### config.mk
export PLATFORM = sky130hd
export DESIGN_NAME = multicycle_control
export DESIGN_NICKNAME = d
export VERILOG_FILES = /design/src/rtl/multicycle_control.sv
export SDC_FILE = /design/constraint.sdc
export NUM_CORES = 1
export LEC_CHECK = 0
export ABC_AREA = 1
export ABC_CLOCK_PERIOD_IN_PS = 2000
export CORE_ASPECT_RATIO = 0.8
export CORE_MARGIN = 1
export CORE_UTILIZATION = 40
export DETAILED_ROUTE_END_ITERATION = 8
export MAX_ROUTING_LAYER = met4
export PLACE_DENSITY = 0.74
export RECOVER_POWER = 100
export SLEW_MARGIN = 15
export SYNTH_ARGS = -nofsm -noshare
export SYNTH_HDL_FRONTEND = slang
export SYNTH_SLANG_ARGS = --single-unit
### constraint.sdc
create_clock -name clk -period 2 [get_ports clk]
set_clock_uncertainty 0.2 [all_clocks]
set_input_delay 0.3 -clock clk [delete_from_list [all_inputs] [get_ports clk]]
set_output_delay 0.3 -clock clk [all_outputs]
set_load 0.01 [all_outputs]
### src/rtl/multicycle_control.sv
// Multi-cycle RV32I sequencer: walks each instruction through FETCH/DECODE/EXEC/MEM/WB,
// drives datapath selects and strobes, counts retired instructions, and latches traps.
module multicycle_control #(
  parameter int TIMEOUT = 15,
  parameter int CNT_W   = 32
) (
  input  logic             clk,
  input  logic             reset,
  input  logic [6:0]       opcode,
  input  logic             branch_taken,
  input  logic             imem_ready,
  input  logic             dmem_ready,
  output logic             imem_req,
  output logic             dmem_req,
  output logic             dmem_we,
  output logic             ir_write,
  output logic             oldpc_write,
  output logic             pc_write,
  output logic [1:0]       pc_src,
  output logic             alu_src_a,
  output logic             alu_src_b,
  output logic [2:0]       imm_sel,
  output logic             reg_write,
  output logic [1:0]       wb_sel,
  output logic             trap,
  output logic [1:0]       trap_cause,
  output logic [CNT_W-1:0] instret
);

  localparam int WAIT_W = (TIMEOUT > 0) ? $clog2(TIMEOUT + 1) : 1;
  localparam logic [WAIT_W-1:0] WAIT_LIMIT = WAIT_W'(TIMEOUT);
  localparam logic TO_EN = (TIMEOUT > 0);

  localparam logic [6:0] OP_R      = 7'b0110011;
  localparam logic [6:0] OP_IMM    = 7'b0010011;
  localparam logic [6:0] OP_LOAD   = 7'b0000011;
  localparam logic [6:0] OP_STORE  = 7'b0100011;
  localparam logic [6:0] OP_AUIPC  = 7'b0010111;
  localparam logic [6:0] OP_JAL    = 7'b1101111;
  localparam logic [6:0] OP_BRANCH = 7'b1100011;

  typedef enum logic [2:0] {
    S_FETCH  = 3'd0,
    S_DECODE = 3'd1,
    S_EXEC   = 3'd2,
    S_MEM    = 3'd3,
    S_WB     = 3'd4,
    S_TRAP   = 3'd5
  } state_t;

  state_t            state_q, state_d;
  logic [WAIT_W-1:0] wait_q, wait_d;
  logic [1:0]        cause_q, cause_d;
  logic [CNT_W-1:0]  instret_q, instret_d;

  // Immediate format per opcode; 7 means no immediate (R-type or illegal)
  function automatic logic [2:0] imm_for(input logic [6:0] op);
    case (op)
      OP_IMM, OP_LOAD: imm_for = 3'd0;
      OP_STORE:        imm_for = 3'd1;
      OP_BRANCH:       imm_for = 3'd2;
      OP_AUIPC:        imm_for = 3'd3;
      OP_JAL:          imm_for = 3'd4;
      default:         imm_for = 3'd7;
    endcase
  endfunction

  function automatic logic is_legal(input logic [6:0] op);
    case (op)
      OP_R, OP_IMM, OP_LOAD, OP_STORE, OP_AUIPC, OP_JAL, OP_BRANCH: is_legal = 1'b1;
      default: is_legal = 1'b0;
    endcase
  endfunction

  always_ff @(posedge clk or posedge reset) begin
    if (reset) begin
      state_q   <= S_FETCH;
      wait_q    <= {WAIT_W{1'b0}};
      cause_q   <= 2'd0;
      instret_q <= {CNT_W{1'b0}};
    end else begin
      state_q   <= state_d;
      wait_q    <= wait_d;
      cause_q   <= cause_d;
      instret_q <= instret_d;
    end
  end

  always_comb begin
    state_d     = state_q;
    wait_d      = {WAIT_W{1'b0}};
    cause_d     = cause_q;
    instret_d   = instret_q;
    imem_req    = 1'b0;
    dmem_req    = 1'b0;
    dmem_we     = 1'b0;
    ir_write    = 1'b0;
    oldpc_write = 1'b0;
    pc_write    = 1'b0;
    pc_src      = 2'd0;
    alu_src_a   = 1'b0;
    alu_src_b   = 1'b0;
    imm_sel     = 3'd7;
    reg_write   = 1'b0;
    wb_sel      = 2'd0;
    trap        = 1'b0;
    trap_cause  = cause_q;

    case (state_q)
      S_FETCH: begin
        imem_req = 1'b1;
        if (imem_ready) begin
          ir_write    = 1'b1;
          oldpc_write = 1'b1;
          pc_write    = 1'b1;
          state_d     = S_DECODE;
        end else if (TO_EN && (wait_q == WAIT_LIMIT)) begin
          state_d = S_TRAP;
          cause_d = 2'd2;
        end else begin
          wait_d = wait_q + 1'b1;
        end
      end
      S_DECODE: begin
        imm_sel = imm_for(opcode);
        if (is_legal(opcode)) begin
          state_d = S_EXEC;
        end else begin
          state_d = S_TRAP;
          cause_d = 2'd1;
        end
      end
      S_EXEC: begin
        imm_sel = imm_for(opcode);
        case (opcode)
          OP_R:   state_d = S_WB;
          OP_IMM: begin
            alu_src_b = 1'b1;
            state_d   = S_WB;
          end
          OP_LOAD, OP_STORE: begin
            alu_src_b = 1'b1;
            state_d   = S_MEM;
          end
          OP_AUIPC: begin
            alu_src_a = 1'b1;
            alu_src_b = 1'b1;
            state_d   = S_WB;
          end
          OP_JAL: begin
            pc_write = 1'b1;
            pc_src   = 2'd1;
            state_d  = S_WB;
          end
          OP_BRANCH: begin
            pc_write  = branch_taken;
            pc_src    = 2'd1;
            state_d   = S_FETCH;
            instret_d = instret_q + CNT_W'(1);
          end
          // Opcode changed after DECODE: treat as illegal rather than guess
          default: begin
            state_d = S_TRAP;
            cause_d = 2'd1;
          end
        endcase
      end
      S_MEM: begin
        imm_sel  = imm_for(opcode);
        dmem_req = 1'b1;
        dmem_we  = (opcode == OP_STORE);
        if (dmem_ready) begin
          if (opcode == OP_STORE) begin
            state_d   = S_FETCH;
            instret_d = instret_q + CNT_W'(1);
          end else begin
            state_d = S_WB;
          end
        end else if (TO_EN && (wait_q == WAIT_LIMIT)) begin
          state_d = S_TRAP;
          cause_d = 2'd3;
        end else begin
          wait_d = wait_q + 1'b1;
        end
      end
      S_WB: begin
        imm_sel   = imm_for(opcode);
        reg_write = 1'b1;
        if (opcode == OP_LOAD) begin
          wb_sel = 2'd1;
        end else if (opcode == OP_JAL) begin
          wb_sel = 2'd2;
        end else begin
          wb_sel = 2'd0;
        end
        state_d   = S_FETCH;
        instret_d = instret_q + CNT_W'(1);
      end
      S_TRAP: trap = 1'b1;
      default: begin
        trap    = 1'b1;
        state_d = S_TRAP;
      end
    endcase
  end

  assign instret = instret_q;

endmodule

* Word-level counts from Yosys, hierarchy flattened
Index checks and enable logic that the tools add are counted.
Widths: inputs -> output; s select.
** Cells by class
- Shift-type cells :: 0
- Div/mod/pow operators :: 0
- Multiply operators :: 0
- Eq/ne operators :: 22
- Order comparisons :: 0
- Add/subtract/negate cells :: 2
- Multiplexer cells :: 44
- Bitwise logic cells :: 0
- Reduce and logical (&&, ||, !) cells :: 13
** Operator list (number)
- $mux 32 :: 3
- $pmux 32 s3 :: 1
- $add 32x1->32 const B :: 1
- $mux 2 :: 9
- $mux 3 :: 6
- $ne 2x2->1 const B :: 9
- $pmux 3 s6 :: 1
- $mux 1 :: 15
- $pmux 3 s5 :: 1
- $eq 7x5->1 const B :: 2
- $eq 7x6->1 const B :: 2
- $eq 7x7->1 const B :: 2
- $mux 4 :: 3
- $reduce_or 4->1 :: 3
- $pmux 3 s3 :: 1
- $pmux 2 s4 :: 1
- $pmux 4 s2 :: 1
- $eq 7x2->1 const B :: 1
- $reduce_and 7->1 :: 1
- $reduce_or 7->1 :: 1
- $eq 3x2->1 const B :: 2
- $eq 3x3->1 const B :: 2
- $reduce_or 2->1 :: 3
- $reduce_or 5->1 :: 1
- 8 further kinds :: 9
** Word-level totals
- Bits of input ports :: 12
- Bits in registers :: 41
- Memory bits (writable) :: 0
- Output and inout port bits :: 51
- Logic and storage cells :: 85
- Latch bits :: 0
- Memories kept :: 0
- Memory bits (read-only) :: 0

* Depth between registers and ports, before layout
- Depth in word-level cells :: 6
- Mapped depth :: 10
- Mapped depth without buffers :: 10

* Worst setup path before layout
OpenSTA, ideal clock, no wires.
- Kind :: register to register
- Start point :: reg instret_q[0] (netlist: instret[0])
- End point :: reg instret_q[28] (netlist: instret[28])
- Cell stages (with the launch flop) :: 11
- Setup slack :: 0.177 ns
- Data arrival time :: 1.506 ns
- Buffers on the path :: 0
- Setup time :: 0.117 ns
- Clock period less this slack :: 1.823 ns
- Required time :: 1.683 ns
- Path through :: dfrtp_1 -> ha_1 -> inv_1 -> nor2_2 -> inv_1 -> nor2_1 -> nand3_1 -> nand2_1 -> nand2_1 -> nand2_1 -> nand2_1
** Between the ends
- Word-level cells in the longest chain between the ends :: 4
- Elaborated cells on any way between the ends :: 5
- Classes of those cells :: 1 x add/sub; 4 x mux
** RTL lines
- start, declared :: RTL line 54 : logic [CNT_W-1:0] instret_q, instret_d;
- start signal, assigned :: RTL line 80 : instret_q <= {CNT_W{1'b0}};
- start signal, assigned :: RTL line 85 : instret_q <= instret_d;
- $add 32x1->32 (*) :: RTL line 159, 175, 197
- $mux 32 :: RTL line 173 : if (opcode == OP_STORE) begin
- $mux 32 :: RTL line 172 : if (dmem_ready) begin
- $pmux 32 s3 (*) :: RTL line 109 : case (state_q)
Every way passes the cells marked *; elsewhere a longest branch is shown, timed or not. The select of a mux whose other input is x is not followed.
A chain may end at the register's enable or synchronous reset.

* Worst setup path in the final report
- Start point :: reg state_q[1]
- End point :: out imm_sel[0]
** Between the ends
- Word-level cells in the longest chain between the ends :: 3
- Elaborated cells on any way between the ends :: 6
- Classes of those cells :: 4 x eq/ne; 1 x mux; 1 x reduce/logical
** RTL lines
- start, declared :: RTL line 51 : state_t state_q, state_d;
- start signal, assigned :: RTL line 82 : state_q <= state_d;
- $eq 3x3->1, or another cell as far along :: RTL line 109
- $reduce_or 4->1 (no line) (*)
- $mux 3 (*)
- end, declared :: RTL line 22 : output logic [2:0] imm_sel,
Every way passes the cells marked *; elsewhere a longest branch is shown, timed or not.

==> metrics.md <==
| Metric | Value |
|---|---|
| CP Data Arrival Time | 1500 ps |
| Hpwl dp | 6.53 mm |
| Routed vias/inst | 5.01 |
| Crit path max-delay family | buffers and inverters |
| Failing checks | DRC, setup timing |
| Hold path cells | 2 |
| Setup violations, final | 1 |
| Worst Path Buf+Inv | 4 |
| WL per Instance | 13.5 microns |
| Syn_area_per_cell | 6.46 sq um |
| Min Hold Slack | 275 ps |
| DR pass1 iterations | 7 |
| Slew HR | 0.293 |
| Synth Net Count | 470 |
| Starting Density | 0.421 |
| Critical path type | register to output port |
| Crit. End Element | output port |
| Crit-path cells | buf_6 -> buf_4 -> inv_4 -> nand3_4 -> nand3_4 -> nand4_1 -> buf_2 |
| Slew Viols, Final | 0 |
| Initial antenna violation count | 0 |
| Gpl congestion | 0.944 |
| Global-route met2 utilization | 0.366 |
| Core footprint | 6990 sq um |
| Layout area overhead | 38.3% |
| Critical path data required time | 1500 ps |
| Final TNS setup | -2.08 ps |
| FILL cells | 669 |
| Global Route Usage Sum | 0.248 |
| Power Dens Cells | 385 nW/um^2 |
| Routing usage on met1 | 0.353 |
| Most area-hungry cell type in the Yosys netlist | dfrtp_1 |
| WL final | 8.66 mm |
| Starting DRT DRC Count | 225 |
| Crit path largest cell delay | 440 ps |
| Synth Cell Area | 2950 sq um |
| Max cap viols | 0 |
| Crit path max fanout | 4 |
| Die width | 97.9 microns |
| Post-layout util | 0.583 |
| CTS sink cnt | 41 |
| Num CTS Buffers | 5 |
| I/O pins | 63 |
| Global route overflow | 0 |
| Top Usage Layer GRT | met2 |
| IO buf count | 61 |
| Worst Tran Pin Value | 1060 ps |
| Main area contributors after synthesis | dfrtp_1 (35%), nand2_1 (25%), nor2_1 (7.9%), inv_1 (4.7%), nand3_1 (4.4%) |
| H-Tree Level Count | 2 |
| Period minus WS final | 2000 ps |
| CTS tree | built |
| Unrepaired setup endpoints after global routing | yes |
| Post-synth cell types | 28 |
| Critical path's slowest cell | dfrtp_1 |
| Post-synthesis sequential area ratio | 0.348 |
| P_leak | 1.98 nW |
| Most frequent cell on the critical path | nand3_4 |
| Clock Tree Buf Depth | 2 |
| Post-Syn Instances | 456 |
| Crit start category | register |
| Worst path depth | 7 |
| Pre-CTS setup slack | -495 ps |
| Clock root cell | clkbuf_8 |
| Ys Warns | 0 |
| N_diodes | 0 |
| Hold Path Class | register to register |
| Largest net degree at the start of global routing | 42 |
| Site Rows | 27 |
| Final #Nets | 568 |
| Reg clk slew, reported paths | 80 ps |
| Maximum VDD drop | 0.000385 V |
| Total number of vias | 3,214 |
| DIE AREA | 7710 sq um |
| Residual DRC count | 2 |
| Post-synth top area share | 0.348 |
| Final Hold Vio Count | 0 |
| Setup slack after layout | -2.08 ps |
| Post-route antenna net violation count | 0 |
| Ratio of cells with drive above 1 in the final layout | 0.193 |
| Yosys reg bits | 41 |
| Worst r2r path cells | 10 |
| Status | finished with violations |
| Vias in the first global route | 3,098 |
| Die Y | 78.8 microns |
| GR Layer Usage met3 | 0.0396 |
| F_max | 499 MHz |
| Post-CTS Hold Fix Bufs | 0 |
| Fin crit share | 1.00 |
| Insertion delay to the later sink of the worst-skew pair | 300 ps |
| First-pass GRT wire length | 14.8 mm |
[what timing repair did]
| action | 4_1_cts | 5_1_grt |
|---|---|---|
| setup endpoints to repair | 27 | 43 |
| gates resized for setup | 77 | 20 |
| setup buffers | 3 | 0 |
| pin swaps | 7 | 0 |
| gates cloned | 0 | 1 |
[state kept, by name (all words and copies together), names as in the netlist]
signal      flops
instret        32
trap_cause      2
wait_q          4
state_q         3
[power by group]
part           internal (mW)  switching, mW
Combinational         0.0300         0.0472
Sequential             0.829        0.00106
Clock                  0.363          0.298
[worst register-to-register path: stages, from the launching register on]
cell       delay, ps
dfrtp_1          440
buf_6            150
buf_4            150
nand3_2          100
buf_6            110
nand2_2           60
o21ai_4          260
inv_4            100
clkbuf_16        180
nand2_1           60
nand2_1           50
[cell families after synthesis]
kind of cell	after synthesis	synth area share
and+or+nand+nor	327	0.469
xor gates and xnor gates	16	0.0476
other	1	0.00127
DFF	41	0.348
buffers and inverters	51	0.0858
AOI/OAI and AO/OA	18	0.0395
adders and majority gates	2	0.00849
[cells in the final DEF, fill, tap and decap left out, types with 7 or more instances in the layout]
cell type / Yosys / final
nor2_1: 62 / 58
dlygate4sd2_1: 0 / 8
buf_4: 4 / 26
inv_2: 6 / 7
nand3_1: 26 / 23
xor2_1: 7 / 7
buf_2: 0 / 10
nand3b_1: 7 / 7
nand4_1: 8 / 8
xnor2_1: 9 / 9
dlygate4sd3_1: 0 / 12
inv_1: 37 / 34
nand2_2: 12 / 15
dfrtp_1: 41 / 41
nand2_1: 197 / 192
clkdlybuf4s50_1: 0 / 26
[metrics by stage]
stage	total power, mW	std cells	area (sq um)
final	1.57	641	4070
after global routing	1.63	641	4070
after CTS	1.59	640	4040
after detailed placement	0.926	630	3900
after global placement	0.924	630	3900
after floorplan	0.878	456	2950
[layout make-up]
cell class	count	area (sq um)	share of cell area
repair buffers	99	903	0.222
multi-input cells	364	1770	0.433
clock buffers	5	68.8	0.0169
inverters	43	166	0.0408
flip-flops and latches	41	1030	0.252
well taps	87	109	0.0267
clock inverters	2	35.0	0.00860
[path summary, 6_finish.rpt]
path                            slack (ps)       endpoint     startpoint
max in group asynchronous              360    instret[27]          reset
min in group asynchronous              580     instret[5]          reset
worst max-delay path                    -2     imm_sel[0]     state_q[1]
worst min register to register         280  trap_cause[1]  trap_cause[1]
worst max register to register          50     instret[5]     state_q[1]
worst min-delay path                   280  trap_cause[1]  trap_cause[1]
[routing by layer]
metal  up-vias  share of wire
li1       1610              -
met1      1496           0.49
met2        98           0.43
met3        10          0.065
met4         0         0.0082
met5         -              0
[Yosys cell counts]
cell	n
inv_2	6
nor3b_1	1
nor3_1	6
nor2_2	5
nand3b_1	7
o21ai_2	5
o21bai_1	1
buf_8	2
nand4_1	8
nand2_1	197
xor2_1	7
buf_4	4
nor2_4	2
buf_6	1
nor2_1	62
xnor2_1	9
nand2_2	12
inv_1	37
o21ai_1	3
nand3_2	1
nand3_1	26
dfrtp_1	41
conb_1	1
o21ai_0	4
ha_1	2
a21oi_1	3
o211ai_1	2
buf_12	1
Power figures use the tool's default switching activity.
